`config.mk`:
```
export PLATFORM = sky130hd
export DESIGN_NAME = bram_axis_streamer
export DESIGN_NICKNAME = d
export VERILOG_FILES = /design/src/rtl/bram_axis_streamer.sv
export SDC_FILE = /design/constraint.sdc
export NUM_CORES = 1
export LEC_CHECK = 0
export ABC_AREA = 1
export CORE_UTILIZATION = 25
export CTS_BUF_LIST = sky130_fd_sc_hd__clkbuf_8 sky130_fd_sc_hd__clkbuf_16
export CTS_CLUSTER_DIAMETER = 30
export DETAILED_ROUTE_END_ITERATION = 16
export GPL_ROUTABILITY_DRIVEN = 1
export PLACE_DENSITY = 0.48
export SYNTH_ARGS = -nofsm -noshare
export SYNTH_HDL_FRONTEND = slang
export SYNTH_SLANG_ARGS = --single-unit
```
`constraint.sdc`:
```
create_clock -name aclk -period 4.25 [get_ports aclk]
set_input_delay 0.85 -clock aclk [delete_from_list [all_inputs] [get_ports aclk]]
set_output_delay 0.85 -clock aclk [all_outputs]
set_load 0.03 [all_outputs]
```
`src/rtl/bram_axis_streamer.sv`:
```
// Frame source: reads fixed-length frames from a single-port BRAM and
// streams them as an AXI4-Stream master behind a 2-entry credit FIFO.
module bram_axis_streamer #(
    parameter int DATA_WIDTH = 20,
    parameter int ADDR_WIDTH = 10,
    parameter int BASE_ADDR  = 0,
    parameter int FRAME_LEN  = 786
) (
    input  logic                  aclk,
    input  logic                  areset,
    input  logic                  start,
    input  logic [7:0]            num_frames,
    input  logic                  stop,
    output logic                  bram_en,
    output logic [ADDR_WIDTH-1:0] bram_addr,
    input  logic [DATA_WIDTH-1:0] bram_dout,
    output logic [DATA_WIDTH-1:0] m_axis_tdata,
    output logic                  m_axis_tvalid,
    input  logic                  m_axis_tready,
    output logic                  m_axis_tlast,
    output logic                  m_axis_tuser,
    output logic                  busy,
    output logic                  done
);

    typedef enum logic [1:0] {IDLE, RUN, DRAIN} state_t;

    localparam logic [ADDR_WIDTH-1:0] LAST_BEAT = ADDR_WIDTH'(FRAME_LEN - 1);
    localparam logic [ADDR_WIDTH-1:0] BASE      = ADDR_WIDTH'(BASE_ADDR);

    state_t                state, state_nxt;
    logic [ADDR_WIDTH-1:0] beat_cnt;
    logic [7:0]            frame_cnt;
    logic [7:0]            frames;
    logic                  stop_lat;
    logic                  inflight;
    logic                  inf_first;
    logic                  inf_last;
    logic [DATA_WIDTH-1:0] fifo_data [2];
    logic [1:0]            fifo_first;
    logic [1:0]            fifo_last;
    logic                  wr_ptr;
    logic                  rd_ptr;
    logic [1:0]            count;
    logic [2:0]            occ;
    logic                  hs;
    logic                  issue;
    logic                  beat_last;
    logic                  final_rd;
    logic                  done_nxt;

    assign m_axis_tvalid = (count != 2'd0);
    assign hs            = m_axis_tvalid & m_axis_tready;
    assign m_axis_tdata  = m_axis_tvalid ? fifo_data[rd_ptr] : '0;
    assign m_axis_tlast  = m_axis_tvalid & fifo_last[rd_ptr];
    assign m_axis_tuser  = m_axis_tvalid & fifo_first[rd_ptr];
    assign busy          = (state != IDLE);
    assign bram_en       = issue;
    assign bram_addr     = BASE + beat_cnt;

    // Entries already committed: buffered beats plus the read in flight
    assign occ       = {1'b0, count} + {2'b00, inflight};
    assign beat_last = (beat_cnt == LAST_BEAT);
    assign final_rd  = beat_last &&
                       (((frames != 8'd0) && (frame_cnt == frames - 8'd1)) ||
                        stop_lat || stop);

    always_comb begin
        state_nxt = state;
        issue     = 1'b0;
        done_nxt  = 1'b0;
        unique case (state)
            IDLE: begin
                if (start) state_nxt = RUN;
            end
            RUN: begin
                issue = (occ < (3'd2 + {2'b00, hs}));
                if (issue && final_rd) state_nxt = DRAIN;
            end
            DRAIN: begin
                if (!inflight && (count == 2'd1) && hs) begin
                    state_nxt = IDLE;
                    done_nxt  = 1'b1;
                end
            end
            default: state_nxt = IDLE;
        endcase
    end

    always_ff @(posedge aclk or posedge areset) begin
        if (areset) begin
            state     <= IDLE;
            done      <= 1'b0;
            beat_cnt  <= '0;
            frame_cnt <= '0;
            frames    <= '0;
            stop_lat  <= 1'b0;
            inflight  <= 1'b0;
            inf_first <= 1'b0;
            inf_last  <= 1'b0;
        end else begin
            state    <= state_nxt;
            done     <= done_nxt;
            inflight <= issue;
            if (state == IDLE) begin
                if (start) begin
                    frames    <= num_frames;
                    beat_cnt  <= '0;
                    frame_cnt <= '0;
                    stop_lat  <= 1'b0;
                end
            end else if (stop) begin
                stop_lat <= 1'b1;
            end
            if (issue) begin
                inf_first <= (beat_cnt == '0);
                inf_last  <= beat_last;
                if (beat_last) begin
                    beat_cnt  <= '0;
                    frame_cnt <= frame_cnt + 8'd1;
                end else begin
                    beat_cnt <= beat_cnt + 1'b1;
                end
            end
        end
    end

    always_ff @(posedge aclk or posedge areset) begin
        if (areset) begin
            wr_ptr     <= 1'b0;
            rd_ptr     <= 1'b0;
            count      <= 2'd0;
            fifo_first <= 2'b00;
            fifo_last  <= 2'b00;
        end else begin
            if (inflight) begin
                fifo_data[wr_ptr]  <= bram_dout;
                fifo_first[wr_ptr] <= inf_first;
                fifo_last[wr_ptr]  <= inf_last;
                wr_ptr             <= ~wr_ptr;
            end
            if (hs) rd_ptr <= ~rd_ptr;
            count <= count + {1'b0, inflight} - {1'b0, hs};
        end
    end

endmodule

```
==> results of run 1 <==
==> Yosys cell counts, drive strengths merged <==
library cell / n / area [um^2]
a21oi: 26 / 130.1
buf: 2 / 7.510
clkbuf: 6 / 22.52
clkinv: 1 / 8.760
dfrtp: 41 / 1026
edfxtp: 40 / 1201
ha: 10 / 125.1
inv: 47 / 176.4
nand2: 142 / 575.6
nand3: 13 / 82.58
nand3b: 1 / 20.02
nand4: 3 / 18.77
nor2: 38 / 172.7
nor3: 5 / 36.29
o21ai: 24 / 131.4
o22ai: 9 / 68.81
o31ai: 1 / 12.51
o41ai: 1 / 8.760
or2: 1 / 6.260
xnor2: 6 / 52.55
xor2: 11 / 96.34
==> sequential cells by signal, summed over array words and instances (netlist names) <==
signal	cells
inflight	1
fifo_first	2
frame_cnt	8
frames	8
fifo_data	40
stop_lat	1
inf_last	1
fifo_last	2
done	1
rd_ptr	1
state	2
inf_first	1
beat_cnt	10
count	2
wr_ptr	1
==> per-layer routing <==
| metal | part of all wire (%) | wire length [um] | vias up |
|---|---|---|---|
| met5 | 0 | 0 | - |
| met4 | 1.1 | 99 | 0 |
| met3 | 5.5 | 499 | 9 |
| met2 | 46 | 4106 | 77 |
| met1 | 48 | 4309 | 1350 |
| li1 | - | - | 1539 |
==> stage by stage <==
stage	worst slack, ns	util (%)	power [mW]
after floorplan	2.044	-	2.443
after global placement	0.8160	31.97	3.082
after detailed placement	0.7955	31.97	3.093
after CTS	0.7607	33.78	3.843
after global routing	0.6630	33.78	4.066
final	0.8008	33.78	3.787
==> power by group <==
group	leakage, nW	switching, mW	total, mW	internal [mW]
clock	0.126	0.328	0.726	0.399
sequential	0.892	0.143	1.18	1.03
combinational	1.13	1.20	1.88	0.681
==> kinds of logic after synthesis <==
family,after synthesis,share of synthesized area [%]
buffers and inverters,56,5.407
flip-flops,81,55.96
XOR/XNOR,17,3.741
AO/OA/AOI/OAI,61,8.834
AND/OR/NAND/NOR,203,22.92
adder cells (fa/ha/maj),10,3.144
==> final timing paths <==
| check | endpoint | slack, ns | start | depth (start not counted) |
|---|---|---|---|---|
| worst max-delay path | bram_en | 0.80 | m_axis_tready | 6 |
| worst max register to register | fifo_data[0][4] | 2.20 | inflight | 3 |
| min in group asynchronous | fifo_last[1] | 1.07 | areset | 3 |
| worst min-delay path | fifo_first[1] | 0.49 | fifo_first[1] | 2 |
| worst min register to register | fifo_first[1] | 0.49 | fifo_first[1] | 2 |
| max in group asynchronous | frame_cnt[3] | 2.80 | areset | 3 |
==> tightest hold or removal path: stages, from the launching register on <==
cell,delay [ns]
dfrtp_1,0.35
nand2_1,0.05
o21ai_0,0.06
==> cell type report <==
cell class              instances  area share [%]
clock buffers                   9           4.337
flip-flops and latches         81           42.89
multi-input cells             291           29.71
clock inverters                 7           1.012
well taps                     211           5.084
repair buffers                 70           13.40
inverters                      48           3.566
==> qor.yml, run 1 <==
grt_setup_unrepaired: "false"
drt-pass1-iter-count: 4
multiInputGateArea_mm2: 0.001543
dieArea_mm2: 0.01643
stdcell_area_mm2: 0.005192
vias_in_the_first_global_route: 2982
timing.critical_path.required_ns: 3.40
htree_num_levels: 3
grtUsageMet2_pct: 19.41
count_of_unique_library_cells_instantiated_by_yosys: 32
num_io_pins: 69
max_transition_viols_final: 0
layout-drive-gt1-share_pct: 9.486
final.period_utilization_pct: 81.16
grt-busiest-layer: "met2"
met3_resource_use_gr_pct: 3.339
sum_of_net_half_perimeters_after_detailed_placement_um: 6262
global_route_wire_length_before_repair_um: 14860
stdcell_count: 717
total_global_route_track_usage_pct: 11.73
dpl-instance-area_mm2: 0.004915
placed_cells: 701
synth.net_count: 471
grt_max_degree: 42
cts.sink_count: 81
layout_min_cycle_time_ns: 3.449
die_x_um: 128.2
critical_path.slowest_cell: "clkdlybuf4s50_1"
post_cts.repair.setup_buffers: 0
routabilityCongestion: 0.8446
antenna_left: 0
netlist_area_mm2: 0.003980
antennaDiodeCount: 0
timing.critical_path.cells: "clkdlybuf4s50_1 > nand2_4 > o21ai_4 > nand3_4 > clkinv_4 > clkdlybuf4s50_1"
cts_stage_hold_buffer_count: 0
clk-insertion-delay-late_ns: 0.34
numPortBuffers: 68
setup-tns-final_ns: 0
fp.coreArea_mm2: 0.01537
vias: 2975
cellPowerDensity_mw_per_mm2: 729.2
worst_ep_arrival_time_ns: 2.60
synth_area_per_cell_um2: 9.299
antenna_found_initial: 0
worst_path_largest_cell_delay_ns: 0.69
slew-limit-headroom_pct: 26.84
ir_drop_v: 0.0002744
layout_common_cells: "nand2_1, clkdlybuf4s50_1, inv_1, dfrtp_1, edfxtp_1"
max_capacitance_violation_count: 0
tightest_slew_ns: 1.096
flow.area_growth_from_synthesis_pct: 30.46
synthesis.yosys.warnings: 0
p_leak_nw: 2.147
cts_buffer_depth: 2
run_status: "finished clean"
hold_viol: 0
drt_first_iter_violations: 118
worst_path_most_repeated_cell: "clkdlybuf4s50_1"
timing.critical_path.to_type: "output port"
ctsResizeCount: 0
totalWireLength_um: 9015
clockRootBuffer: "clkbuf_16"
syn-instance-count: 428
min_path_type: "flop to flop"
num-nets-final: 544
worstPathBufferInverterCount: 3
routed_length_per_placed_instance_um: 12.57
std_cell_rows: 45
worstSetupPathType: "input pin to output port"
cp_max_fo: 8
ff_latch_area_mm2: 0.002227
synth_sequential_area_ratio_pct: 55.96
grt.overflow.total: 0
floorplan.die.height_um: 128.2
global_route.usage.met1_pct: 14.80
crit_family: "buffers and inverters"
initial_utilization_pct: 25.89
mostFrequentLayoutCell: "nand2_1"
avgViaCountPerCell: 4.149
clock_transition_at_path_regs_ns: 0.06
finalClockSkew_ns: 0.005331
yosys_register_bits: 81
hold-worst-slack_ns: 0.4883
drt_drc_violations_left: 0
setup-violations-final: 0
clock_tree_from_tritoncts: "built"
numCtsBuffers: 9
max_clock_freq_mhz: 289.9
fillCellCount: 1573
critPathLaunchType: "input pin"
(Power assumes the default switching activity.)
==> run 2, diff against run 1 <==
Settings changed: PLACE_DENSITY 0.48 to 0.49.
Clock period 4.25 ns to 2.9 ns, I/O delays scaled along.
==> qor.yml, run 2 (synthesis gave the netlist of run 1 again) <==
drt_drc_violations_left: 0
sum_of_net_half_perimeters_after_detailed_placement_um: 6546
timing.critical_path.to_type: "output port"
slew-limit-headroom_pct: 63.08
setup-tns-final_ns: 0
mostFrequentLayoutCell: "nand2_1"
power_mw: 5.658
grt_max_degree: 42
min_from: "stop_lat"
grt_setup_unrepaired: "false"
tightest_slew_ns: 0.5537
p_sw_share_pct: 43.30
vias: 3056
std_cell_rows: 45
grt.overflow.total: 0
combinationalPowerShare_pct: 49.7
fp.coreArea_mm2: 0.01537
numPortBuffers: 68
max_transition_viols_final: 0
cts.sink_count: 81
final.period_utilization_pct: 91.81
pwr-share-clk_pct: 19.7
timing.critical_path.required_ns: 2.32
antenna_found_initial: 0
setup-violations-final: 0
floorplan.die.height_um: 128.2
avgViaCountPerCell: 4.239
cp_max_fo: 11
layout_top_registers: "fifo_data x40, beat_cnt x10"
largest-register: "fifo_data"
clock_tree_from_tritoncts: "built"
reg2reg_slack_ns: 1.16
cts_buffer_depth: 2
ir_drop_v: 0.0003715
die_x_um: 128.2
clockRootBuffer: "clkbuf_16"
min_path_type: "flop to flop"
htree_num_levels: 3
global_route_wire_length_before_repair_um: 15370
stdcell_area_mm2: 0.005251
total_global_route_track_usage_pct: 12.27
cts_stage_hold_buffer_count: 0
clock_transition_at_path_regs_ns: 0.06
layout-drive-gt1-share_pct: 10.59
routabilityCongestion: 0.8555
max_clock_freq_mhz: 375.6
final_core_util_pct: 34.16
critical_path.slowest_cell: "clkdlybuf4s50_1"
fillCellCount: 1590
layout_common_cells: "nand2_1, clkdlybuf4s50_1, inv_1, dfrtp_1, edfxtp_1"
initial_utilization_pct: 25.89
p_leak_nw: 2.183
dieArea_mm2: 0.01643
num_io_pins: 69
switching_power_mw: 2.450
totalWireLength_um: 9256
critPathLaunchType: "flop"
vias_in_the_first_global_route: 3062
numCtsBuffers: 9
worst_path_largest_cell_delay_ns: 0.70
worst_ep_arrival_time_ns: 2.08
clk-insertion-delay-late_ns: 0.34
run_status: "finished clean"
drt_first_iter_violations: 238
worstSetupPathType: "flop to output port"
cp_startpoint: "count[0]"
routed_length_per_placed_instance_um: 12.84
antenna_left: 0
flow.area_growth_from_synthesis_pct: 31.94
antennaDiodeCount: 0
hold-worst-slack_ns: 0.4867
timing.critical_path.cells: "inv_2 > nand2_4 > clkinvlp_4 > a21oi_1 > clkdlybuf4s50_1"
num-nets-final: 549
cellPowerDensity_mw_per_mm2: 1077
max_capacitance_violation_count: 0
number_of_flip_flops_under_the_largest_register_name: 40
finalClockSkew_ns: 0.004960
p_int_mw: 3.208
layout_min_cycle_time_ns: 2.662
worstReg2RegStart: "beat_cnt[1]"
power.sequential.fraction_pct: 30.6
hold_viol: 0
dpl-instance-area_mm2: 0.004955
drt-pass1-iter-count: 4
## run 2: changes by cell type in the layout (fill, tap and decap cells not counted), sizes merged
cell / change
buf: +5
bufinv: +1
clkdlybuf4s50: -1
inv: -1
## run 2: layer usage
metal  GRT usage, %  share of wire (%)
met5              0                  0
met3          4.674                5.0
met1          15.02                 47
met2          19.88                 46
met4          3.875                1.5
## run 2: final timing paths
kind	to	cells after the start
max reg2reg	frame_cnt[0]	11
min in group asynchronous	fifo_last[0]	3
min reg2reg	stop_lat	2
min	stop_lat	2
max	m_axis_tdata[6]	5
max in group asynchronous	frame_cnt[5]	3
## run 2: area by class of cell
class                      instances  area, um^2  share of cell area [%]
tap                              211       264.0                   5.027
inverter                          48       188.9                   3.598
timing repair buffer              74       735.7                   14.01
multi-input combinational        291        1543                   29.38
clock inverter                     6       60.06                   1.144
sequential                        81        2227                   42.41
clock buffer                       9       225.2                   4.289
timing repair inverter             1       7.507                  0.1430
## run 2: critical path, delay by kind of cell, from the launching register on
| family | cells | cell delay, ns |
|---|---|---|
| simple gates | 1 | 0.12 |
| compound gates | 1 | 0.23 |
| flops | 1 | 0.39 |
| buf+inv | 3 | 1.00 |
## run 2: power groups by stage
stage / Clock, mW / Combinational [mW] / Sequential [mW]
floorplan: 0 / 1.77 / 1.81
global route: 1.21 / 3.12 / 1.77
detailed placement: 0 / 2.82 / 1.76
CTS: 1.16 / 2.83 / 1.74
finish: 1.11 / 2.81 / 1.73
global placement: 0 / 2.79 / 1.75
## run 2: what timing repair did
item                                    in CTS  in global routing
buffers inserted                             0                  0
endpoints found under the setup margin       0                 17
resized for setup                            0                  2
## run 2: through the flow
stage,std cells,setup WS [ns]
detailed placement,705,0.4362
floorplan,428,0.8010
CTS,720,0.06356
global placement,705,0.4896
finish,721,0.2376
global route,721,0.1081
